<file path="config.mk">
export PLATFORM = sky130hd
export DESIGN_NAME = alu_share_arbiter_flat
export DESIGN_NICKNAME = d
export VERILOG_FILES = /design/src/rtl/alu_share_arbiter_pkg.sv /design/src/rtl/alu_share_arbiter_if.sv /design/src/rtl/alu_share_arbiter_alu_core.sv /design/src/rtl/alu_share_arbiter.sv /design/src/flat_wrapper.sv
export SDC_FILE = /design/constraint.sdc
export NUM_CORES = 1
export LEC_CHECK = 0
export CAP_MARGIN = 20
export CELL_PAD_IN_SITES_DETAIL_PLACEMENT = 2
export CELL_PAD_IN_SITES_GLOBAL_PLACEMENT = 2
export CORE_UTILIZATION = 25
export CTS_CLUSTER_SIZE = 40
export DETAILED_ROUTE_END_ITERATION = 12
export PLACE_DENSITY = 0.79
export SLEW_MARGIN = 20
export SYNTH_ARGS = -nofsm -noshare
export SYNTH_HDL_FRONTEND = slang
export SYNTH_SLANG_ARGS = --single-unit
</file>
<file path="constraint.sdc">
create_clock -name CLK -period 4.4 [get_ports CLK]
set_input_delay 0.66 -clock CLK [delete_from_list [all_inputs] [get_ports CLK]]
set_output_delay 0.66 -clock CLK [all_outputs]
set_load 0.005 [all_outputs]
</file>
<file path="src/rtl/alu_share_arbiter_pkg.sv">
// Shared ALU definitions: opcode encoding, request/response bundles and opcode legality.
package alu_share_arbiter_pkg;

    localparam int ALU_OP_W  = 3;
    localparam int kNUM_OPS  = 6;
    localparam int ALU_DEF_W = 8;

    typedef enum logic [ALU_OP_W-1:0] {
        OP_ADD = 3'd0,
        OP_SUB = 3'd1,
        OP_AND = 3'd2,
        OP_SLL = 3'd3,
        OP_SRL = 3'd4,
        OP_XOR = 3'd5
    } ALUOp_mne;

    typedef struct packed {
        logic [ALU_OP_W-1:0]  op;
        logic [ALU_DEF_W-1:0] a;
        logic [ALU_DEF_W-1:0] b;
    } alu_req_t;

    typedef struct packed {
        logic                 id;
        logic [ALU_DEF_W-1:0] result;
        logic                 carry;
        logic                 zero;
        logic                 err;
    } alu_rsp_t;

    function automatic logic is_legal_op(input logic [ALU_OP_W-1:0] op);
        return op < ALU_OP_W'(kNUM_OPS);
    endfunction

endpackage

</file>
<file path="src/rtl/alu_share_arbiter_if.sv">
// Two valid/ready request ports and one valid/ready response port around the shared ALU.
interface alu_share_arbiter_if #(
    parameter int W = 8
);
    logic         req0_valid;
    logic         req0_ready;
    logic [2:0]   req0_op;
    logic [W-1:0] req0_a;
    logic [W-1:0] req0_b;
    logic         req1_valid;
    logic         req1_ready;
    logic [2:0]   req1_op;
    logic [W-1:0] req1_a;
    logic [W-1:0] req1_b;
    logic         rsp_valid;
    logic         rsp_ready;
    logic         rsp_id;
    logic [W-1:0] rsp_result;
    logic         rsp_carry;
    logic         rsp_zero;
    logic         rsp_err;

    modport master (
        output req0_valid, req0_op, req0_a, req0_b,
        output req1_valid, req1_op, req1_a, req1_b,
        output rsp_ready,
        input  req0_ready, req1_ready,
        input  rsp_valid, rsp_id, rsp_result, rsp_carry, rsp_zero, rsp_err
    );

    modport slave (
        input  req0_valid, req0_op, req0_a, req0_b,
        input  req1_valid, req1_op, req1_a, req1_b,
        input  rsp_ready,
        output req0_ready, req1_ready,
        output rsp_valid, rsp_id, rsp_result, rsp_carry, rsp_zero, rsp_err
    );
endinterface

</file>
<file path="src/rtl/alu_share_arbiter_alu_core.sv">
// Purely combinational ALU: ADD/SUB/AND/SLL/SRL/XOR on unsigned operands, flags illegal opcodes.
module alu_core
    import alu_share_arbiter_pkg::*;
#(
    parameter int W = 8
) (
    input  logic [ALU_OP_W-1:0] op_i,
    input  logic [W-1:0]        a_i,
    input  logic [W-1:0]        b_i,
    output logic [W-1:0]        result_o,
    output logic                carry_o,
    output logic                err_o
);
    localparam int SHW = $clog2(W);

    logic [W:0] sum;
    logic [W:0] diff;
    logic       shift_oor;

    assign sum  = {1'b0, a_i} + {1'b0, b_i};
    assign diff = {1'b0, a_i} - {1'b0, b_i};
    // W is a power of two, so any set bit at or above SHW means the amount is >= W
    assign shift_oor = |b_i[W-1:SHW];

    always_comb begin
        result_o = '0;
        carry_o  = 1'b0;
        err_o    = ~is_legal_op(op_i);
        case (ALUOp_mne'(op_i))
            OP_ADD: {carry_o, result_o} = sum;
            OP_SUB: {carry_o, result_o} = diff;
            OP_AND: result_o = a_i & b_i;
            OP_XOR: result_o = a_i ^ b_i;
            OP_SLL: result_o = shift_oor ? '0 : (a_i << b_i[SHW-1:0]);
            OP_SRL: result_o = shift_oor ? '0 : (a_i >> b_i[SHW-1:0]);
            default: result_o = '0;
        endcase
    end
endmodule

</file>
<file path="src/rtl/alu_share_arbiter.sv">
// Round-robin arbiter sharing one ALU between two requesters, with a single registered result slot.
module alu_share_arbiter
    import alu_share_arbiter_pkg::*;
#(
    parameter int W = 8
) (
    input  logic                 CLK,
    input  logic                 reset,
    alu_share_arbiter_if.slave   bus
);
    logic                rsp_valid_q;
    logic                rsp_id_q;
    logic [W-1:0]        result_q;
    logic                carry_q;
    logic                zero_q;
    logic                err_q;
    logic                last_grant_q;

    logic                any_valid;
    logic                grant;
    logic                can_accept;
    logic                accept;
    logic [ALU_OP_W-1:0] sel_op;
    logic [W-1:0]        sel_a;
    logic [W-1:0]        sel_b;
    logic [W-1:0]        alu_result;
    logic                alu_carry;
    logic                alu_err;

    assign any_valid  = bus.req0_valid | bus.req1_valid;
    // Contested cycles go to the port that did not win last time
    assign grant      = (bus.req0_valid & bus.req1_valid) ? ~last_grant_q : bus.req1_valid;
    assign can_accept = ~rsp_valid_q | bus.rsp_ready;
    assign accept     = can_accept & any_valid & ~reset;

    assign bus.req0_ready = accept & ~grant;
    assign bus.req1_ready = accept & grant;

    assign sel_op = grant ? bus.req1_op : bus.req0_op;
    assign sel_a  = grant ? bus.req1_a  : bus.req0_a;
    assign sel_b  = grant ? bus.req1_b  : bus.req0_b;

    alu_core #(.W(W)) u_alu (
        .op_i     (sel_op),
        .a_i      (sel_a),
        .b_i      (sel_b),
        .result_o (alu_result),
        .carry_o  (alu_carry),
        .err_o    (alu_err)
    );

    always_ff @(posedge CLK) begin
        if (reset) begin
            rsp_valid_q  <= 1'b0;
            rsp_id_q     <= 1'b0;
            result_q     <= '0;
            carry_q      <= 1'b0;
            zero_q       <= 1'b0;
            err_q        <= 1'b0;
            last_grant_q <= 1'b1;
        end else if (accept) begin
            rsp_valid_q  <= 1'b1;
            rsp_id_q     <= grant;
            result_q     <= alu_result;
            carry_q      <= alu_carry;
            zero_q       <= (alu_result == '0);
            err_q        <= alu_err;
            last_grant_q <= grant;
        end else if (bus.rsp_ready) begin
            rsp_valid_q  <= 1'b0;
        end
    end

    assign bus.rsp_valid  = rsp_valid_q;
    assign bus.rsp_id     = rsp_id_q;
    assign bus.rsp_result = result_q;
    assign bus.rsp_carry  = carry_q;
    assign bus.rsp_zero   = zero_q;
    assign bus.rsp_err    = err_q;
endmodule
</file>
<file path="src/flat_wrapper.sv">
// flat-port wrapper written by rule: the top's interface ports become plain ports
module alu_share_arbiter_flat import alu_share_arbiter_pkg::*;
#(
    parameter int W = 8
)
  (CLK, reset, bus_req0_valid, bus_req0_op, bus_req0_a, bus_req0_b, bus_req1_valid, bus_req1_op, bus_req1_a, bus_req1_b, bus_rsp_ready, bus_req0_ready, bus_req1_ready, bus_rsp_valid, bus_rsp_id, bus_rsp_result, bus_rsp_carry, bus_rsp_zero, bus_rsp_err);
  alu_share_arbiter_if #(.W(W)) bus_i ();
  input  logic CLK;
  input  logic reset;
  input wire logic [$bits(bus_i.req0_valid)-1:0] bus_req0_valid;
  input wire logic [$bits(bus_i.req0_op)-1:0] bus_req0_op;
  input wire logic [$bits(bus_i.req0_a)-1:0] bus_req0_a;
  input wire logic [$bits(bus_i.req0_b)-1:0] bus_req0_b;
  input wire logic [$bits(bus_i.req1_valid)-1:0] bus_req1_valid;
  input wire logic [$bits(bus_i.req1_op)-1:0] bus_req1_op;
  input wire logic [$bits(bus_i.req1_a)-1:0] bus_req1_a;
  input wire logic [$bits(bus_i.req1_b)-1:0] bus_req1_b;
  input wire logic [$bits(bus_i.rsp_ready)-1:0] bus_rsp_ready;
  output wire logic [$bits(bus_i.req0_ready)-1:0] bus_req0_ready;
  output wire logic [$bits(bus_i.req1_ready)-1:0] bus_req1_ready;
  output wire logic [$bits(bus_i.rsp_valid)-1:0] bus_rsp_valid;
  output wire logic [$bits(bus_i.rsp_id)-1:0] bus_rsp_id;
  output wire logic [$bits(bus_i.rsp_result)-1:0] bus_rsp_result;
  output wire logic [$bits(bus_i.rsp_carry)-1:0] bus_rsp_carry;
  output wire logic [$bits(bus_i.rsp_zero)-1:0] bus_rsp_zero;
  output wire logic [$bits(bus_i.rsp_err)-1:0] bus_rsp_err;
  assign bus_i.req0_valid = bus_req0_valid;
  assign bus_i.req0_op = bus_req0_op;
  assign bus_i.req0_a = bus_req0_a;
  assign bus_i.req0_b = bus_req0_b;
  assign bus_i.req1_valid = bus_req1_valid;
  assign bus_i.req1_op = bus_req1_op;
  assign bus_i.req1_a = bus_req1_a;
  assign bus_i.req1_b = bus_req1_b;
  assign bus_i.rsp_ready = bus_rsp_ready;
  assign bus_req0_ready = bus_i.req0_ready;
  assign bus_req1_ready = bus_i.req1_ready;
  assign bus_rsp_valid = bus_i.rsp_valid;
  assign bus_rsp_id = bus_i.rsp_id;
  assign bus_rsp_result = bus_i.rsp_result;
  assign bus_rsp_carry = bus_i.rsp_carry;
  assign bus_rsp_zero = bus_i.rsp_zero;
  assign bus_rsp_err = bus_i.rsp_err;
  alu_share_arbiter #(.W(W)) u_core (.CLK(CLK), .reset(reset), .bus(bus_i));
endmodule
</file>
==> run_results.csv <==
group,metric,value,unit
power_and_ir_drop,p_leak,0.00152,µW
yosys,synth-async-reset-ratio,0,
global_route,grt_pass1_vias,3509,
clocking,post-cts-setup-buffer-count,0,
power_and_ir_drop,pwr_density_cell,209,nW/µm²
yosys,synth-compound-area-share,0.254,
floorplan,ios,58,
worst_setup_path,critPathMaxFanout,10,
yosys,synth_ff_type,"dfxtp_1",
sta,rsz0062_at_grt,"false",
clocking,max-clock-path-buffers,2,
route,first_iter_violations,90,
final_layout,syn_to_final_growth,30.7,%
yosys,synth_adder_area_share,0.0916,
job,maxCapViolations,0,
clocking,cts_tree,"yes",
sta,period_share,0.890,
worst_setup_path,critPathKind,"in -> reg",
yosys,synth_simple_gate_area_frac,0.260,
yosys,synth.distinct_cells,63,
power_and_ir_drop,clkPwrFrac,0.164,
yosys,ys_warn_count,0,
clocking,h-tree-depth,1,
sta,period_needed,3.92,ns
power_and_ir_drop,power_frac_comb,0.640,
yosys,seq_area_frac_synth,0.102,
yosys,synth-seq-cells,14,
placement,dp_hpwl,9660,µm
route,detail_route.vias_per_cell,5.43,
worst_setup_path,reg2reg_slack,1.12,ns
min_path,hold_class,"reg -> reg",
placement,io_buffer_count,57,
sta,finClkSkew,0.00153,ns
sta,tightestPinTransition,0.665,ns
sta,setup_viol,0,
clocking,cts_resized,0,
worst_setup_path,endpoint_kind,"flip-flop",
yosys,syn_inst,379,
global_route,antenna_found_initial,0,
floorplan,dieHeight,107,µm
worst_setup_path,critical_path.startpoint_type,"input port",
floorplan,rows,37,
sta,finalMaxSlewViolations,0,
clocking,cts_inserted_buffers,3,
sta,relSlewSlack,0.544,
floorplan,die_x,107,µm
sta,fmax,255,MHz
yosys,syn_avg_cell_area,7.28,µm²
route,wl_per_cell,20.3,µm
yosys,synth_top_family_by_area,"simple AND/OR/NAND/NOR gates",
final_layout,mostFrequentLayoutCell,"nand2_1",
sta,holdWs,0.499,ns
power_and_ir_drop,internal_power,431,µW
worst_setup_path,reg2regPathDepth,10,
clocking,cts_hold_buf,0,
yosys,syn-cell-area,2760,µm²
yosys,synthXorXnorAreaFrac,0.0254,
yosys,synth_nets,441,
power_and_ir_drop,p_sw_frac,0.429,
final_layout,fillers,1235,
placement,gp_congestion,0.856,
sta,setup-tns-final,0,ns
route,remaining_drc_errors,0,
final_layout,n_antenna_cell,0,
min_path,worstHoldPathCells,2,
final_layout,final_cell_mix,"nand2_1 (58), clkdlybuf4s50_1 (57), mux2i_1 (39)",
sta,final-hold-violation-count,0,
power_and_ir_drop,power_switching,323,µW
min_path,hold_start,"u_core.bus.rsp_err",
clocking,clkSlewWorstSetupHoldPaths,0.06,ns
route,ant_nets,0,
power_and_ir_drop,seq_power_share,0.195,
global_route,grt_usage,0.212,
global_route,overflow,0,
yosys,muxShareOfSynthArea,0.205,
floorplan,core-area,10500,µm²
global_route,grt_pass1_wl,19000,µm
final_layout,drive_gt1_frac,0.0957,
final_layout,nets,502,
status,outcome,"complete, no violations",
power_and_ir_drop,irDropWorstVdd,0.106,mV
clocking,cts_sinks,14,
global_route,grt_start_max_net_pins,32,
worst_setup_path,reg2reg_to,"u_core.bus.rsp_zero",
clocking,cts-root-buf,"clkbuf_8",
clocking,clk_latency,0.24,ns
route,finalWirelength,11700,µm
worst_setup_path,required,4.56,ns
route,num_vias,3122,
min_path,whs_endpoint,"u_core.bus.rsp_err",
route,firstDrtPassIters,5,
worst_setup_path,crit_arrival,4.08,ns
floorplan,dieArea,11500,µm²
worst_setup_path,r2r_start,"u_core.last_grant_q",
floorplan,start_util,0.263,
yosys,synth_edf_count,0,
[power by group through the flow]
stage	logic, µW	clock network [µW]	registers (µW)
floorplan	286	0	150
global placement	466	0	149
detailed placement	480	0	150
CTS	483	128	148
global route	528	136	149
finish	483	124	147
[stage by stage]
stage / instance area, µm² / util / total power (µW) / setup slack, ns / std cells
after floorplan: 2760 / - / 436 / 0.579 / 379
after global placement: 3550 / 0.338 / 615 / 0.364 / 571
after detailed placement: 3550 / 0.338 / 630 / 0.260 / 571
after CTS: 3600 / 0.343 / 759 / 0.483 / 575
after global routing: 3600 / 0.343 / 813 / 0.172 / 575
final: 3600 / 0.343 / 754 / 0.482 / 575
[kinds of logic after synthesis]
family,after synthesis
fa+ha+maj,19
mux,50
xor+xnor,8
buf+inv,38
simple gates,150
compound gates,100
flops,14
[registers in the layout (all words and copies together), names as in the netlist]
signal,flops
u_core.bus.rsp_carry,1
u_core.bus.rsp_err,1
u_core.bus.rsp_id,1
u_core.bus.rsp_result,8
u_core.bus.rsp_valid,1
u_core.bus.rsp_zero,1
u_core.last_grant_q,1
[area by class of cell]
| class | instances | area [µm²] | area share |
|---|---|---|---|
| multi-input combinational | 327 | 2310 | 0.640 |
| timing repair buffer | 76 | 726 | 0.201 |
| sequential | 14 | 280 | 0.0778 |
| tap | 136 | 170 | 0.0472 |
| inverter | 18 | 67.6 | 0.0187 |
| clock buffer | 4 | 55.1 | 0.0153 |
[synthesized netlist by cell type (all sizes together) (3+ instances only)]
master   n  share of area
ha      17          0.077
buf     10          0.024
inv     18          0.024
mux2     6          0.026
a211oi  10          0.027
nand2   58          0.079
o21a     8          0.022
mux2i   42           0.16
xnor2    4          0.013
and2     4         0.0091
nor4     3         0.0091
nor3b    6          0.016
nor2    29          0.039
a21oi   27          0.049
nand3    9          0.016
nor3    14          0.025
nand3b   6          0.016
o31ai    6          0.018
clkbuf  10          0.014
o211ai   3         0.0082
xor2     4          0.013
dfxtp   14           0.10
nor2b    7          0.016
nand2b   6          0.014
o21ai   17          0.031
[worst max-delay path, stage by stage]
cell             delay (ns)
clkdlybuf4s50_1        0.59
a21bo_4                0.29
mux2i_1                0.47
inv_1                  0.24
ha_1                   0.28
or3_1                  0.37
a32o_1                 0.25
a221o_1                0.29
nor4_2                 0.25
nand4b_1               0.14
o31ai_2                0.23
[worst max path at each step]
stage,end,slack [ns],start,cells past startpoint
6_report,u_core.bus.rsp_zero,0.48,bus_req0_valid,11
3_5_place_dp,u_core.bus.rsp_zero,0.26,bus_req1_valid,14
2_1_floorplan,u_core.bus.rsp_zero,0.58,bus_req1_valid,16
4_1_cts,u_core.bus.rsp_zero,0.48,bus_req0_valid,11
5_1_grt,u_core.bus.rsp_zero,0.17,bus_req1_valid,14
3_3_place_gp,u_core.bus.rsp_zero,0.36,bus_req1_valid,14
[metal layers]
layer,vias up,global-route usage,wire (µm)
met5,-,0,0
met1,1560,0.280,5470
met3,10,0.0176,236
li1,1508,-,-
met2,44,0.377,5820
met4,0,0.0323,138
No activity file was read; power rests on OpenSTA's default activity.
